`config.mk`:
```
export PLATFORM = sky130hd
export DESIGN_NAME = phaser_in_tap_ctrl
export DESIGN_NICKNAME = d
export VERILOG_FILES = /design/src/rtl/phaser_in_tap_ctrl.sv
export SDC_FILE = /design/constraint.sdc
export NUM_CORES = 1
export LEC_CHECK = 0
export BUFFER_PORTS_ARGS = -buffer_cell sky130_fd_sc_hd__buf_2
export CAP_MARGIN = 20
export CORE_MARGIN = 1
export CORE_UTILIZATION = 41
export DETAILED_ROUTE_END_ITERATION = 16
export PLACE_DENSITY = 0.64
export SKIP_LAST_GASP = 1
export SLEW_MARGIN = 20
export SYNTH_ARGS = -nofsm -noshare
export SYNTH_HDL_FRONTEND = slang
export SYNTH_SLANG_ARGS = --single-unit
```
`constraint.sdc`:
```
create_clock -name SYSCLK -period 9.6 [get_ports SYSCLK]
set_input_delay 0 -clock SYSCLK [delete_from_list [all_inputs] [get_ports SYSCLK]]
set_output_delay 0 -clock SYSCLK [all_outputs]
set_load 0.05 [all_outputs]
```
`src/rtl/phaser_in_tap_ctrl.sv`:
```
// Request sequencer driving the PHASER_IN fine-delay and coarse-counter pins.
// Optional build macro PHASER_IN_TAP_CTRL_OVF_ABORT_EN: FINEOVERFLOW during SETTLE aborts a fine op.
module phaser_in_tap_ctrl #(
    parameter int FINE_MAX      = 63,
    parameter int SETTLE_CYCLES = 8,
    parameter int READ_LAT      = 2
) (
    input  logic       SYSCLK,
    input  logic       RST_N,
    input  logic       REQ_VALID,
    output logic       REQ_READY,
    input  logic [1:0] REQ_OP,
    input  logic [5:0] REQ_DATA,
    output logic       RSP_VALID,
    input  logic       RSP_READY,
    output logic [5:0] RSP_DATA,
    output logic       RSP_ERR,
    output logic [5:0] FINE_TAP,
    output logic       FINEENABLE,
    output logic       FINEINC,
    output logic       COUNTERLOADEN,
    output logic [5:0] COUNTERLOADVAL,
    output logic       COUNTERREADEN,
    input  logic       FINEOVERFLOW,
    input  logic [5:0] COUNTERREADVAL,
    output logic [2:0] DBG_STATE,
    output logic       DBG_OVF
);

    // Handshakes: a request transfers on an edge where REQ_VALID && REQ_READY;
    // a response transfers on an edge where RSP_VALID && RSP_READY. Both valids
    // hold their payload stable until the transfer.

    localparam logic [2:0] S_IDLE   = 3'd0;
    localparam logic [2:0] S_STEP   = 3'd1;
    localparam logic [2:0] S_SETTLE = 3'd2;
    localparam logic [2:0] S_LOAD   = 3'd3;
    localparam logic [2:0] S_RDWAIT = 3'd4;
    localparam logic [2:0] S_RESP   = 3'd5;

    localparam logic [1:0] OP_SET   = 2'b00;
    localparam logic [1:0] OP_LOAD  = 2'b01;
    localparam logic [1:0] OP_READ  = 2'b10;
    localparam logic [1:0] OP_ZERO  = 2'b11;

    localparam logic [5:0] FINE_MAX_V  = 6'(FINE_MAX);
    localparam logic [7:0] SETTLE_LAST = 8'(SETTLE_CYCLES - 1);
    localparam logic [7:0] READ_LAST   = 8'(READ_LAT);

    logic [2:0] state_q, state_d;
    logic [5:0] tap_q, tap_d;
    logic [5:0] target_q, target_d;
    logic       is_load_q, is_load_d;
    logic [7:0] cnt_q, cnt_d;
    logic [5:0] rsp_data_q, rsp_data_d;
    logic       rsp_err_q, rsp_err_d;
    logic [5:0] loadval_q, loadval_d;
    logic       ovf_q, ovf_d;

    logic [5:0] req_target;
    logic       abort;

    assign req_target = (REQ_OP == OP_ZERO) ? 6'd0 : REQ_DATA;

    always_comb begin
        state_d    = state_q;
        tap_d      = tap_q;
        target_d   = target_q;
        is_load_d  = is_load_q;
        cnt_d      = cnt_q;
        rsp_data_d = rsp_data_q;
        rsp_err_d  = rsp_err_q;
        loadval_d  = loadval_q;
        ovf_d      = ovf_q;
        abort      = 1'b0;

        case (state_q)
            S_IDLE: begin
                if (REQ_VALID) begin
                    cnt_d = 8'd0;
                    case (REQ_OP)
                        OP_SET, OP_ZERO: begin
                            target_d  = req_target;
                            is_load_d = 1'b0;
                            ovf_d     = 1'b0;
                            if (req_target > FINE_MAX_V) begin
                                rsp_data_d = tap_q;
                                rsp_err_d  = 1'b1;
                                state_d    = S_RESP;
                            end else if (req_target == tap_q) begin
                                rsp_data_d = tap_q;
                                rsp_err_d  = 1'b0;
                                state_d    = S_RESP;
                            end else begin
                                state_d = S_STEP;
                            end
                        end
                        OP_LOAD: begin
                            loadval_d = REQ_DATA;
                            is_load_d = 1'b1;
                            state_d   = S_LOAD;
                        end
                        default: begin
                            state_d = S_RDWAIT;
                        end
                    endcase
                end
            end

            S_STEP: begin
                if (target_q > tap_q) begin
                    if (tap_q < FINE_MAX_V) tap_d = tap_q + 6'd1;
                end else if (tap_q != 6'd0) begin
                    tap_d = tap_q - 6'd1;
                end
                cnt_d   = 8'd0;
                state_d = S_SETTLE;
            end

            S_SETTLE: begin
                if (!is_load_q) ovf_d = ovf_q | FINEOVERFLOW;
`ifdef PHASER_IN_TAP_CTRL_OVF_ABORT_EN
                abort = !is_load_q && (ovf_q || FINEOVERFLOW);
`endif
                if (cnt_q == SETTLE_LAST) begin
                    if (is_load_q) begin
                        rsp_data_d = loadval_q;
                        rsp_err_d  = 1'b0;
                        state_d    = S_RESP;
                    end else if (abort) begin
                        rsp_data_d = tap_q;
                        rsp_err_d  = 1'b1;
                        state_d    = S_RESP;
                    end else if (tap_q != target_q) begin
                        state_d = S_STEP;
                    end else begin
                        rsp_data_d = tap_q;
                        rsp_err_d  = 1'b0;
                        state_d    = S_RESP;
                    end
                end else begin
                    cnt_d = cnt_q + 8'd1;
                end
            end

            S_LOAD: begin
                cnt_d   = 8'd0;
                state_d = S_SETTLE;
            end

            // cnt_q == 0 is the COUNTERREADEN cycle; the value is valid READ_LAT cycles later.
            S_RDWAIT: begin
                if (cnt_q == READ_LAST) begin
                    rsp_data_d = COUNTERREADVAL;
                    rsp_err_d  = 1'b0;
                    state_d    = S_RESP;
                end else begin
                    cnt_d = cnt_q + 8'd1;
                end
            end

            S_RESP: begin
                if (RSP_READY) state_d = S_IDLE;
            end

            default: begin
                state_d = S_IDLE;
            end
        endcase
    end

    always_ff @(posedge SYSCLK) begin
        if (!RST_N) begin
            state_q    <= S_IDLE;
            tap_q      <= 6'd0;
            target_q   <= 6'd0;
            is_load_q  <= 1'b0;
            cnt_q      <= 8'd0;
            rsp_data_q <= 6'd0;
            rsp_err_q  <= 1'b0;
            loadval_q  <= 6'd0;
            ovf_q      <= 1'b0;
        end else begin
            state_q    <= state_d;
            tap_q      <= tap_d;
            target_q   <= target_d;
            is_load_q  <= is_load_d;
            cnt_q      <= cnt_d;
            rsp_data_q <= rsp_data_d;
            rsp_err_q  <= rsp_err_d;
            loadval_q  <= loadval_d;
            ovf_q      <= ovf_d;
        end
    end

    // Pulses decode straight from registered state, so reset cuts them at the same edge.
    assign REQ_READY      = (state_q == S_IDLE);
    assign RSP_VALID      = (state_q == S_RESP);
    assign RSP_DATA       = rsp_data_q;
    assign RSP_ERR        = rsp_err_q;
    assign FINE_TAP       = tap_q;
    assign FINEENABLE     = (state_q == S_STEP);
    assign FINEINC        = (state_q == S_STEP) && (target_q > tap_q);
    assign COUNTERLOADEN  = (state_q == S_LOAD);
    assign COUNTERLOADVAL = loadval_q;
    assign COUNTERREADEN  = (state_q == S_RDWAIT) && (cnt_q == 8'd0);
    assign DBG_STATE      = state_q;
    assign DBG_OVF        = ovf_q;

endmodule

```
* Word-level counts from Yosys, hierarchy flattened
Index checks and enable logic that the tools add are counted. Widths: inputs -> output; s select.
Cells by class: reductions and logical operators 21, equal/unequal tests 22, order comparisons 3, bitwise gates (word level) 1, muxes and demuxes 41, add/sub/neg operators 3
Operator list (count):
- $mux 6 | 12
- $pmux 8 s4 | 1
- $mux 3 | 8
- $mux 8 | 3
- $pmux 6 s3 | 1
- $pmux 3 s5 | 1
- $ne 2x2->1 const B | 6
- $reduce_and 3->1 | 4
- $reduce_and 4->1 | 3
- $mux 1 | 11
- $add 8x1->8 const B | 1
- $eq 8x2->1 const B | 1
- $eq 8x3->1 const B | 1
- $logic_not 8->1 | 1
- $reduce_and 7->1 | 1
- $add 6x1->6 const B | 1
- $eq 3x2->1 const B | 2
- $eq 3x3->1 const B | 2
- $eq 6x6->1 | 1
- $gt 6x6->1 | 1
- $gt 6x6->1 const B | 1
- $lt 6x6->1 const B | 1
- $ne 2x1->1 const B | 3
- $ne 6x6->1 | 1
- 18 further kinds | 23
Word-level totals: output and inout bits 29, input bits 19, bits in registers 38

* Depth between registers and ports, before layout
Gate-level depths: netlist of run 1.
depth in word-level cells 8, mapped depth 15, mapped depth without buffers 14

* Worst setup path after synthesis of run 1
Ideal clock, no wire load.
kind register to register, start point register tap_q[3] (netlist: FINE_TAP[3]), end point register tap_q[5] (netlist: FINE_TAP[5]), clock period less this slack 3.657 ns, stages on the path, launching flop included 15, arrival 3.585 ns, required time 9.528 ns, path slack 5.943 ns, path buffers 1, cell sequence dfxtp_1 > inv_1 > ha_1 > a21o_1 > a21o_1 > a221oi_1 > or2_0 > buf_2 > ha_1 > a211oi_1 > o21bai_1 > a2111oi_0 > o21ai_0 > o31ai_1 > mux2i_1
Between the ends: word-level cells in the longest chain between the ends 3
Ends and longest elaborated chain:
- start: declaration | line 51 | logic [5:0] tap_q, tap_d;
- start signal: assignment | line 185 | tap_q <= tap_d;
- $gt 6x6->1 (tied with other cells) | line 111 | if (target_q > tap_q) begin
- $ne 2x1->1 (no source line) (tied with other cells)
- $reduce_and 3->1 (no source line) / $mux 6 (equally long branches)
Several ways; a longest one is shown, not always the timed one. The select of a mux whose other input is x is not followed. A chain may end at the register's enable or synchronous reset.

* Final worst setup path of run 1
Same ends and word-level chain as after synthesis.

==> results of run 1 <==
==> kinds of logic after synthesis <==
family | share of synthesized area (%)
AOI/OAI and AO/OA | 18.93
muxes | 5.236
DFF | 30.61
xor gates and xnor gates | 4.230
buffers and inverters | 6.445
adders and majority gates | 8.862
and+or+nand+nor | 25.68
==> layout by cell type, fill, tap and decap left out, types with 7 or more instances in the layout <==
cell      n
buf_2    47
dfxtp_1  38
nand2_1  24
inv_1    20
nor2_1   19
ha_1     16
nor2b_1  15
a21oi_1  14
mux2i_1  13
nand4_1  10
nand3_1   7
o211a_1   7
==> cells in the mapped netlist (all sizes together), types with 3 or more instances <==
cell | n | share of area [%]
dfxtp | 38 | 31
nand2 | 24 | 3.6
inv | 20 | 3.0
nor2 | 20 | 3.3
ha | 16 | 8.1
nor2b | 16 | 4.1
a21oi | 14 | 2.8
mux2i | 13 | 5.2
nand4 | 10 | 2.5
o21ai | 9 | 1.8
clkbuf | 8 | 1.3
buf | 7 | 2.2
nand3 | 7 | 1.4
o211a | 7 | 2.8
a22oi | 6 | 1.8
nand2b | 6 | 1.5
xnor2 | 6 | 2.1
xor2 | 6 | 2.1
a21o | 5 | 1.5
and3 | 5 | 1.3
and2 | 4 | 1.1
nor3 | 4 | 1.0
a211oi | 3 | 0.91
a31oi | 3 | 0.76
nor3b | 3 | 0.91
o211ai | 3 | 0.91
==> where the power goes <==
group          internal (mW)  switching [mW]  leakage, nW
clock network         0.0578          0.0606       0.0472
registers              0.167          0.0146        0.308
logic                 0.0638           0.117        0.992
==> worst paths after layout <==
kind / slack [ns] / cells after the start / start / endpoint
worst max-delay path: 5.70 / 13 / FINE_TAP[3]$_SDFFE_PN0P_ / FINE_TAP[5]$_SDFFE_PN0P_
worst min-delay path: 0.04 / 3 / REQ_DATA[5] / COUNTERLOADVAL[5]$_SDFFE_PN0P_
worst max register to register: 5.70 / 13 / FINE_TAP[3]$_SDFFE_PN0P_ / FINE_TAP[5]$_SDFFE_PN0P_
worst min register to register: 0.43 / 2 / RSP_ERR$_SDFFE_PN0P_ / RSP_ERR$_SDFFE_PN0P_
==> flip-flops by register name, summed over array words and instances, names as in the netlist <==
| name | count |
|---|---|
| is_load_q | 1 |
| target_q | 6 |
| cnt_q | 8 |
| FINE_TAP | 6 |
| RSP_ERR | 1 |
| RSP_DATA | 6 |
| COUNTERLOADVAL | 6 |
| DBG_OVF | 1 |
| DBG_STATE | 3 |
==> worst min-delay path: stages <==
cell     delay, ns
buf_2         0.12
mux2i_1       0.07
nor2b_1       0.10
==> per-layer routing <==
| metal | wire (um) | part of all wire, % | vias up | track usage, % |
|---|---|---|---|---|
| met2 | 2737 | 45 | 59 | 32.65 |
| met3 | 279 | 4.6 | 6 | 3.771 |
| met5 | 0 | 0 | - | 0 |
| met1 | 3017 | 49 | 1052 | 28.90 |
| met4 | 63 | 1.0 | 0 | 7.143 |
| li1 | - | - | 1131 | - |
==> stage by stage <==
stage          cells  power, mW
2_1_floorplan    294     0.3290
3_3_place_gp     398     0.3625
3_5_place_dp     398     0.3645
4_1_cts          408     0.4838
5_1_grt          408     0.5112
6_report         408     0.4815
==> layout make-up <==
| cell class | count | area (um^2) | share of cell area, % |
|---|---|---|---|
| Clock buffer | 6 | 82.58 | 2.907 |
| Clock inverter | 2 | 12.51 | 0.4405 |
| Inverter | 20 | 75.07 | 2.643 |
| Multi-Input combinational cell | 221 | 1564 | 55.07 |
| Sequential cell | 38 | 760.7 | 26.78 |
| Tap cell | 72 | 90.09 | 3.172 |
| Timing Repair Buffer | 49 | 255.2 | 8.987 |
==> impl_metrics.py, run 1 <==
metrics = {
    "layout": {
        "fraction_of_final_layout_cells_sized_beyond_drive_strength_1_pct": 18.75,
        "final_design_area_no_fill_um2": 2840,
        "syn_to_final_growth_pct": 14.30,
        "post-route-util_pct": 50.04,
        "final.fill_count": 557,
        "diodes": 0,
        "nNetsFinal": 371,
    },
    "grt": {
        "pin_count_of_the_biggest_net_entering_global_routing": 38,
        "antenna_found_initial": 0,
        "grt.total_usage_pct": 20.97,
        "grt_overflow_total": 0,
        "grt_first_pass_wirelength_um": 10320,
        "first_global_vias": 2062,
    },
    "power": {
        "irDropWorstVdd_v": 0.00008741,
        "p_per_area_nw_per_um2": 169.5,
        "leakage_nw": 1.348,
    },
    "clock_tree": {
        "clock_insertion_delay_worst_skew_ns": 0.29,
        "cts_tree": "done",
        "clkTransAtPathRegs_ns": 0.08,
        "holdBufCountCts": 2,
        "cts.path.max_buffers": 2,
        "buffer_cell_driving_the_clock_tree_root": "clkbuf_8",
        "cts_num_sinks": 38,
        "cts_buffers": 5,
        "ctsHtreeMaxLevel": 2,
        "postCtsSetupBuffers": 0,
        "post_cts_resize_count": 0,
    },
    "worst_setup_path": {
        "worst_path_max_delay_cell": "dfxtp_1",
        "required_ns": 9.82,
        "crit_type": "reg2reg",
        "worstPathBufferInverterCount": 1,
        "timing.critical_path.from_type": "flop",
        "worst_ep_arrival_time_ns": 4.12,
        "timing.critical_path.slowest_cell_delay_ns": 0.47,
        "cp-end-kind": "flop",
        "crit_path_max_fanout": 8,
        "critical-path-top-delay-family": "compound AO/OA/AOI/OAI gates",
        "worstPathCellList": "inv_1, ha_1, a21o_1, a21o_1, a221oi_1, or2_0, ha_1, a211oi_1, o21bai_1, a2111oi_0, o21ai_0, o31ai_1, mux2i_1",
    },
    "die": {
        "die_width_um": 79.85,
        "floorplan.rows": 27,
        "die-area_um2": 6376,
        "ioPinCount": 48,
        "initial_core_util_pct": 43.78,
        "die_h_um": 79.85,
        "core_box_area_um2": 5675,
    },
    "place": {
        "place_ws_ns": 5.784,
        "place.detailed.hpwl_um": 4625,
        "cell_area_after_placement_um2": 2725,
        "place.gp.congestion": 0.8727,
        "buffer_ports.inserted": 47,
    },
    "detailed_routing": {
        "drt_pass1_iterations": 4,
        "vias": 2248,
        "route.detailed.drc": 0,
        "route.final.wire_length_um": 6097,
        "post_detailed_route_wirelength_per_cell_um": 14.94,
        "remaining_number_of_nets_flagged_by_the_antenna_check_after_routing": 0,
        "detail_route.iter0.violations": 110,
        "vias_per_inst": 5.510,
    },
    "hold_path": {
        "worstHoldPathType": "in2reg",
    },
    "synthesis": {
        "yosys_warnings": 0,
        "synth.avg_cell_area_um2": 8.452,
        "synth_cell_type_count": 59,
        "post_synth_edffs": 0,
        "number_of_instances_in_the_synthesized_netlist": 294,
        "synth_async_sr_flop_share_pct": 0,
        "synth_nets": 330,
        "synth-seq-cells": 38,
        "seq_area_frac_synth_pct": 30.61,
        "mappedNetlistArea_um2": 2485,
        "most_used_dff_post_synth": "dfxtp_1",
    },
    "sta": {
        "slew_violations": 0,
        "clock_skew_ns": 0.004337,
        "final-hold-violation-count": 0,
        "max_clock_freq_mhz": 256.6,
        "timing.final.crit_share_pct": 40.60,
        "grt_setup_unrepaired": "false",
        "timing.max_slew.rel_slack_pct": 46.13,
        "finalSetupViolCount": 0,
        "final_setup_margin_ns": 5.703,
        "worst-slew-pin-transition_ns": 0.8063,
        "timing.hold.ws_ns": 0.03715,
        "fin_crit_ns": 3.897,
        "tns_setup_ns": 0,
    },
    "job": {
        "drv.max_cap_violation_count": 0,
    },
    "status": {
        "outcome": "finished, final reports clean",
    },
}
(Power assumes the default switching activity.)
==> run 2: changes to the inputs <==
--- a/config.mk
+++ b/config.mk
@@ -10,7 +10,7 @@
 export CORE_MARGIN = 1
 export CORE_UTILIZATION = 41
 export DETAILED_ROUTE_END_ITERATION = 16
-export PLACE_DENSITY = 0.64
+export PLACE_DENSITY = 0.67
 export SKIP_LAST_GASP = 1
 export SLEW_MARGIN = 20
 export SYNTH_ARGS = -nofsm -noshare
==> constraint.sdc (replaced) <==
create_clock -name SYSCLK -period 3.25 [get_ports SYSCLK]
set_input_delay 0 -clock SYSCLK [delete_from_list [all_inputs] [get_ports SYSCLK]]
set_output_delay 0 -clock SYSCLK [all_outputs]
set_load 0.05 [all_outputs]
==> impl_metrics.py, run 2 (synthesis results as in run 1) <==
metrics = {
    "status": {
        "outcome": "finished, final reports clean",
    },
    "sta": {
        "max_clock_freq_mhz": 334.9,
        "final-hold-violation-count": 0,
        "finalSetupViolCount": 0,
        "tns_setup_ns": 0,
        "timing.max_slew.rel_slack_pct": 43.03,
        "slew_violations": 0,
        "clock_skew_ns": 0.005754,
        "timing.final.crit_share_pct": 91.87,
        "timing.hold.ws_ns": 0.03199,
        "fin_crit_ns": 2.986,
        "grt_setup_unrepaired": "false",
        "worst-slew-pin-transition_ns": 0.8527,
    },
    "clock_tree": {
        "ctsHtreeMaxLevel": 2,
        "clkTransAtPathRegs_ns": 0.08,
        "cts_num_sinks": 38,
        "cts_tree": "done",
        "cts.path.max_buffers": 2,
        "buffer_cell_driving_the_clock_tree_root": "clkbuf_8",
        "clock_insertion_delay_worst_skew_ns": 0.30,
        "cts_buffers": 5,
    },
    "hold_path": {
        "min-delay-start": "REQ_DATA[5]",
        "worstHoldPathType": "in2reg",
    },
    "detailed_routing": {
        "vias_per_inst": 5.474,
        "post_detailed_route_wirelength_per_cell_um": 14.72,
        "remaining_number_of_nets_flagged_by_the_antenna_check_after_routing": 0,
        "detail_route.iter0.violations": 156,
        "route.detailed.drc": 0,
        "route.final.wire_length_um": 6154,
        "drt_pass1_iterations": 4,
        "vias": 2288,
    },
    "power": {
        "irDropWorstVdd_v": 0.0003354,
        "leakage_nw": 1.404,
        "p_per_area_nw_per_um2": 502.3,
        "totalPowerFinal_mw": 1.478,
    },
    "grt": {
        "grt.total_usage_pct": 20.48,
        "grt_overflow_total": 0,
        "first_global_vias": 2137,
        "pin_count_of_the_biggest_net_entering_global_routing": 38,
        "antenna_found_initial": 0,
        "grt_first_pass_wirelength_um": 10230,
    },
    "worst_setup_path": {
        "cp-end-kind": "flop",
        "regToRegSetupSlack_ns": 0.26,
        "worst_ep_arrival_time_ns": 3.21,
        "crit_type": "reg2reg",
        "cp-startpoint": "FINE_TAP[3]$_SDFFE_PN0P_",
        "crit_path_max_fanout": 3,
        "timing.critical_path.from_type": "flop",
        "required_ns": 3.47,
        "regToRegStartpoint": "FINE_TAP[3]$_SDFFE_PN0P_",
    },
    "layout": {
        "flip_flop_count_of_the_largest_register_all_copies_and_words_added": 8,
        "layout.cells.most_common_list": "47 x buf_2, 33 x dfxtp_1, 24 x nand2_1",
        "final_design_area_no_fill_um2": 2942,
        "diodes": 0,
        "mostFrequentLayoutCell": "buf_2",
        "final_cell_count_no_fill": 418,
        "fraction_of_final_layout_cells_sized_beyond_drive_strength_1_pct": 23.41,
        "nNetsFinal": 381,
        "reg_with_most_ffs": "cnt_q",
        "syn_to_final_growth_pct": 18.38,
    },
    "die": {
        "floorplan.rows": 27,
        "core_box_area_um2": 5675,
        "ioPinCount": 48,
        "die-area_um2": 6376,
        "die_width_um": 79.85,
        "die_h_um": 79.85,
        "initial_core_util_pct": 43.78,
    },
    "place": {
        "cell_area_after_placement_um2": 2808,
        "count_of_placed_standard_cells_including_taps": 407,
        "place.detailed.hpwl_um": 4640,
        "buffer_ports.inserted": 47,
        "place.gp.congestion": 0.9085,
    },
    "job": {
        "drv.max_cap_violation_count": 0,
    },
}
run 2: cell count changes in the layout (fill, tap and decap cells not counted), moves of 2 or more:
cell,before,now
buf_4,0,10
dfxtp_1,38,33
dfxtp_2,0,4
o21ai_0,6,4
o21ai_1,3,5
run 2: repair_timing:
action | CTS | global route
setup endpoints to repair | 0 | 1
gates resized for setup | 0 | 6
hold buffers | 2 | 0
hold endpoints to repair | 2 | 0
setup buffers | 0 | 1
run 2: where the power goes:
| part | total [mW] | internal (mW) | switching [mW] |
|---|---|---|---|
| Combinational | 0.600 | 0.226 | 0.374 |
| Clock | 0.348 | 0.171 | 0.178 |
| Sequential | 0.529 | 0.495 | 0.0344 |
| Total | 1.48 | 0.892 | 0.586 |
run 2: worst paths after layout:
| path | depth (start not counted) | end |
|---|---|---|
| worst max-delay path | 13 | FINE_TAP[5]$_SDFFE_PN0P_ |
| worst min-delay path | 3 | COUNTERLOADVAL[5]$_SDFFE_PN0P_ |
| worst max register to register | 13 | FINE_TAP[5]$_SDFFE_PN0P_ |
| worst min register to register | 2 | RSP_ERR$_SDFFE_PN0P_ |
run 2: layout make-up:
cell class	instances	area [um^2]
sequential	38	769.5
fill	545	2734
clock inverter	2	12.51
clock buffer	6	82.58
tap	72	90.09
multi-input combinational	221	1582
timing repair buffer	59	330.3
inverter	20	75.07
run 2: worst max-delay path, stage by stage, from the launching register on:
cell,delay [ns]
dfxtp_4,0.35
inv_1,0.06
ha_1,0.30
a21o_1,0.16
a21o_1,0.18
a221oi_2,0.29
or2_1,0.19
ha_1,0.28
a211oi_2,0.23
o21bai_1,0.15
a2111oi_2,0.31
o21ai_1,0.11
o31ai_1,0.10
mux2i_1,0.21
run 2: metrics by stage:
step,worst slack [ns],util (%)
4_1_cts,0.01096,51.50
5_1_grt,0.001298,51.83
2_1_floorplan,0.006797,-
6_report,0.2643,51.83
3_5_place_dp,0.05278,49.47
3_3_place_gp,0.1791,49.47
run 2: routing by layer:
| layer | part of all wire [%] | vias to the layer above | GRT usage, % | wire length [um] |
|---|---|---|---|---|
| li1 | - | 1151 | - | - |
| met1 | 49 | 1072 | 28.87 | 3003 |
| met2 | 46 | 57 | 31.88 | 2810 |
| met3 | 4.6 | 8 | 3.314 | 285 |
| met4 | 0.89 | 0 | 5.893 | 55 |
| met5 | 0 | - | 0 | 0 |
